[src/rtl/alu_issue_stage.sv]
// Command FIFO feeding an external combinational ALU, with a registered
// valid/ready result slot and sticky carry/overflow status.
module alu_issue_stage #(
  parameter int N     = 4,
  parameter int DEPTH = 4
) (
  input  logic                       clk,
  input  logic                       rst_n,
  input  logic                       in_valid,
  output logic                       in_ready,
  input  logic [2:0]                 in_op,
  input  logic [N-1:0]               in_a,
  input  logic [N-1:0]               in_b,
  output logic [2:0]                 alu_op,
  output logic [N-1:0]               alu_a,
  output logic [N-1:0]               alu_b,
  input  logic [N-1:0]               alu_result,
  input  logic                       alu_zero,
  input  logic                       alu_carry,
  input  logic                       alu_overflow,
  output logic                       out_valid,
  input  logic                       out_ready,
  output logic [N-1:0]               out_result,
  output logic                       out_zero,
  output logic                       out_carry,
  output logic                       out_overflow,
  output logic                       sticky_carry,
  output logic                       sticky_overflow,
  input  logic                       clr_sticky,
  output logic [$clog2(DEPTH):0]     count
);

  localparam int AW = $clog2(DEPTH);
  localparam int CW = AW + 1;

  typedef struct packed {
    logic [2:0]   op;
    logic [N-1:0] a;
    logic [N-1:0] b;
  } cmd_t;

  // Handshake: a transfer happens on a rising edge where valid && ready.
  // in_ready depends only on count, so a full FIFO never accepts, even
  // in a cycle that also pops.
  cmd_t          mem [DEPTH];
  cmd_t          head;
  logic [AW-1:0] wr_ptr;
  logic [AW-1:0] rd_ptr;
  logic          push;
  logic          pop;
  logic          slot_free;
  logic          not_empty;

  assign not_empty = (count != '0);
  assign in_ready  = (count < CW'(DEPTH));
  assign push      = in_valid && in_ready;
  assign slot_free = !out_valid || out_ready;
  assign pop       = not_empty && slot_free;
  assign head      = mem[rd_ptr];

  always_comb begin
    alu_op = '0;
    alu_a  = '0;
    alu_b  = '0;
    if (not_empty) begin
      alu_op = head.op;
      alu_a  = head.a;
      alu_b  = head.b;
    end
  end

  // Storage carries no reset; occupancy alone decides what is valid.
  always_ff @(posedge clk) begin
    if (push) mem[wr_ptr] <= '{op: in_op, a: in_a, b: in_b};
  end

  always_ff @(posedge clk or negedge rst_n) begin
    if (!rst_n) begin
      wr_ptr <= '0;
      rd_ptr <= '0;
      count  <= '0;
    end else begin
      if (push) wr_ptr <= wr_ptr + AW'(1);
      if (pop)  rd_ptr <= rd_ptr + AW'(1);
      if (push && !pop)      count <= count + CW'(1);
      else if (pop && !push) count <= count - CW'(1);
    end
  end

  always_ff @(posedge clk or negedge rst_n) begin
    if (!rst_n) begin
      out_valid    <= 1'b0;
      out_result   <= '0;
      out_zero     <= 1'b0;
      out_carry    <= 1'b0;
      out_overflow <= 1'b0;
    end else if (pop) begin
      out_valid    <= 1'b1;
      out_result   <= alu_result;
      out_zero     <= alu_zero;
      out_carry    <= alu_carry;
      out_overflow <= alu_overflow;
    end else if (out_ready) begin
      out_valid    <= 1'b0;
    end
  end

  // A capture that raises a flag wins over a same-cycle clear.
  always_ff @(posedge clk or negedge rst_n) begin
    if (!rst_n) begin
      sticky_carry    <= 1'b0;
      sticky_overflow <= 1'b0;
    end else begin
      if (pop && alu_carry)    sticky_carry <= 1'b1;
      else if (clr_sticky)     sticky_carry <= 1'b0;
      if (pop && alu_overflow) sticky_overflow <= 1'b1;
      else if (clr_sticky)     sticky_overflow <= 1'b0;
    end
  end

endmodule

[config.mk]
export PLATFORM = sky130hd
export DESIGN_NAME = alu_issue_stage
export DESIGN_NICKNAME = d
export VERILOG_FILES = /design/src/rtl/alu_issue_stage.sv
export SDC_FILE = /design/constraint.sdc
export NUM_CORES = 1
export LEC_CHECK = 0
export CORE_ASPECT_RATIO = 1.4
export CORE_MARGIN = 3
export CORE_UTILIZATION = 50
export CTS_CLUSTER_DIAMETER = 200
export DETAILED_ROUTE_END_ITERATION = 16
export DONT_BUFFER_PORTS = 1
export MAX_ROUTING_LAYER = met4
export PLACE_DENSITY = 0.77
export SYNTH_ARGS = -nofsm -noshare
export SYNTH_HDL_FRONTEND = slang
export SYNTH_SLANG_ARGS = --single-unit
[constraint.sdc]
create_clock -name clk -period 1.7 [get_ports clk]
set_input_delay 0.34 -clock clk [delete_from_list [all_inputs] [get_ports clk]]
set_output_delay 0.34 -clock clk [all_outputs]
set_load 0.01 [all_outputs]
==> flow_summary.toml <==
[outcome]
status = "complete, but fails checks"
failed_checks = "setup timing"

[yosys]
synthMuxAreaShare_pct = 13.94
syn-num-nets = 158
ys.flop_type = "edfxtp_1"
syn-cell-area_um2 = 2451
yosysTopAreaCell = "edfxtp_1"
synthTopCellsByArea = "edfxtp_1 54%, dfrtp_1 17%, mux4_2 9.2%"
async_flop_share_pct = 27.87
yosysWarnings = 0
synth.distinct_cells = 23
synth_top_area_share_pct = 53.91
yosysSeqAreaShare_pct = 71.26
syn-instance-count = 129
yosys.cell_count.top_type = "edfxtp_1"
synth_xor_area_share_pct = 2.144
synth.avg_cell_area_um2 = 19.00
yosys-top-cells-count = "44 x edfxtp_1, 17 x dfrtp_1, 13 x nor2b_1, 10 x mux4_2, 7 x mux2_2"
synth_compound_area_share_pct = 0.9188
yosys.area_share.simple_pct = 6.023
synth_top_family_by_area = "multiplexers"
synthAdderAreaFrac_pct = 3.369
synth_edf_count = 44
ys_seq_elements = 61

[timing]
max_freq_mhz = 521.1
finalHoldViolations = 0
slew_viol_final = 0
finalWorstSetupSlack_ns = -0.2190
setup_viol = 13
skew_ns = 0.009892
period_minus_slack_ns = 1.919
slew_headroom_pct = 48.72
worst_slew_pin_slew_ns = 0.7667
grt_setup_unrepaired = "true"
timing.final.crit_share_pct = 112.9

[run]
drv_cap = 0

[placed_design]
placed_area_um2 = 2689
dpl.cell_count = 201
io_buffers = 0
dp_slack_ns = -0.1127
place_hpwl_um = 2883
place_congestion = 0.6408

[routing]
via_per_inst = 5.338
dr.pass1.iters = 4
route.detailed.drc = 0
wl_per_cell_um = 19.27
drtIter0Drc = 30
vias = 1185
routed_wl_um = 4277
drt.antenna.violating_nets = 0

[critical_path]
required_ns = 1.36
critPathKind = "reg -> out"
start_kind = "flip-flop"
r2r_cells = 9
path_max_fanout = 5
r2r_setup_slack_ns = -0.06
end_kind = "output pin"
cp.arrival_ns = 1.58

[clock_tree]
clkLatencyLatePin_ns = 0.34
numCtsBuffers = 9
cts_sinks = 61
htreeDepth = 3
path_clk_slew_ns = 0.07
cts-root-buf = "clkbuf_8"
clockBufferDepth = 2
tritoncts = "yes"

[finish]
syn2layout_area_growth_pct = 24.40
antenna_cells = 0
drive_above_1_share_pct = 45.63
postLayoutCoreUtil_pct = 65.65
final_cell_count_no_fill = 222
nets = 184
design_area_um2 = 3049

[floorplan]
core-area_um2 = 4644
initial_core_util_pct = 52.77
io_pins = 48
die_x_um = 65.18
dieArea_um2 = 5790
fp.dieH_um = 88.85
row_count = 29

[global_route]
grt_pass1_wl_um = 6693
grtUsageTotal_pct = 17.23
globalRouteOverflowTotal = 0
grt_antenna_before_repair = 0
grt_max_degree = 18
grt_pass1_vias = 1326

[worst_hold_path]
hold_path.class = "in -> reg"
hold_depth = 0

[power]
leakagePower_nw = 1.154
peakVddDrop_v = 0.001237
powerDensity_nw_per_um2 = 1815
## power breakdown
group          internal (mW)  switching [mW]  leakage (nW)  total, mW
combinational           1.07           0.842         0.439       1.91
clock                  0.874           0.528         0.121       1.40
sequential              1.95           0.275         0.593       2.22
## critical path: stages (launching register included)
cell,delay (ns)
dfrtp_2,0.42
buf_6,0.16
mux4_2,0.51
nor2b_4,0.15
## per-stage QoR
step | power [mW] | TNS (ns) | hold WS, ns
floorplan | 3.356 | -0.4779 | 0.04441
global placement | 3.751 | -0.006779 | 0.04498
detailed placement | 3.866 | -0.1849 | 0.04497
CTS | 5.741 | -2.961 | 0.07834
global route | 5.839 | -3.156 | 0.07079
finish | 5.534 | -2.274 | 0.09027
## timing repair
item | 4_1_cts | 5_1_grt
gates cloned | 1 | 0
endpoints found under the setup margin | 13 | 13
endpoints found under the hold margin | 17 | 0
resized for setup | 30 | 1
setup buffers | 5 | 1
pin swaps | 4 | 0
hold buffers | 1 | 0
## metal layers
metal	track usage (%)	vias to the layer above	part of all wire, %
li1	-	530	-
met1	17.31	610	35
met2	28.02	36	56
met3	7.243	9	7.2
met4	9.811	0	1.8
met5	-	-	0
## state kept, by name, summed over array words and instances, names as in the netlist
| signal | count |
|---|---|
| sticky_carry | 1 |
| wr_ptr | 2 |
| out_overflow | 1 |
| out_zero | 1 |
| mem | 44 |
| out_carry | 1 |
| rd_ptr | 2 |
| count | 3 |
| out_result | 4 |
| out_valid | 1 |
| sticky_overflow | 1 |
## cells by family after synthesis
kind of cell,after synthesis
AO/OA/AOI/OAI,3
AND/OR/NAND/NOR,23
XOR/XNOR,6
multiplexers,19
adder cells (fa/ha/maj),6
buffers and inverters,11
flip-flops,61
## layout make-up
class | count | area [um^2]
fill | 334 | 1595
clock buffer | 15 | 230.2
clock inverter | 1 | 5.005
timing repair buffer | 20 | 214.0
multi-input combinational | 57 | 748.2
inverter | 6 | 22.52
sequential | 61 | 1752
tap | 62 | 77.57
## worst paths after layout
check,from,end
setup / recovery,rd_ptr[0]$_DFFE_PN0P_,alu_b[3]
hold / removal,in_a[0],mem[3][4]$_DFFE_PP_
setup reg to reg,count[1]$_DFFE_PN0P_,count[2]$_DFFE_PN0P_
hold reg to reg,out_carry$_DFFE_PN0P_,out_carry$_DFFE_PN0P_
max in group asynchronous,rst_n,rd_ptr[1]$_DFFE_PN0P_
min in group asynchronous,rst_n,count[2]$_DFFE_PN0P_
## layout by cell type (no fill, tap or decap), types with 3 or more instances in the layout
master / netlist / layout
mux4_2: 10 / 11
nor2b_4: 0 / 12
dfrtp_2: 0 / 4
clkbuf_16: 0 / 3
edfxtp_1: 44 / 44
buf_6: 2 / 3
inv_1: 6 / 4
and2_1: 4 / 4
ha_1: 5 / 4
xnor2_1: 4 / 4
dfrtp_1: 17 / 13
buf_12: 0 / 4
buf_4: 0 / 12
mux2_2: 7 / 7
clkbuf_8: 0 / 11
Power figures use the tool's default switching activity.
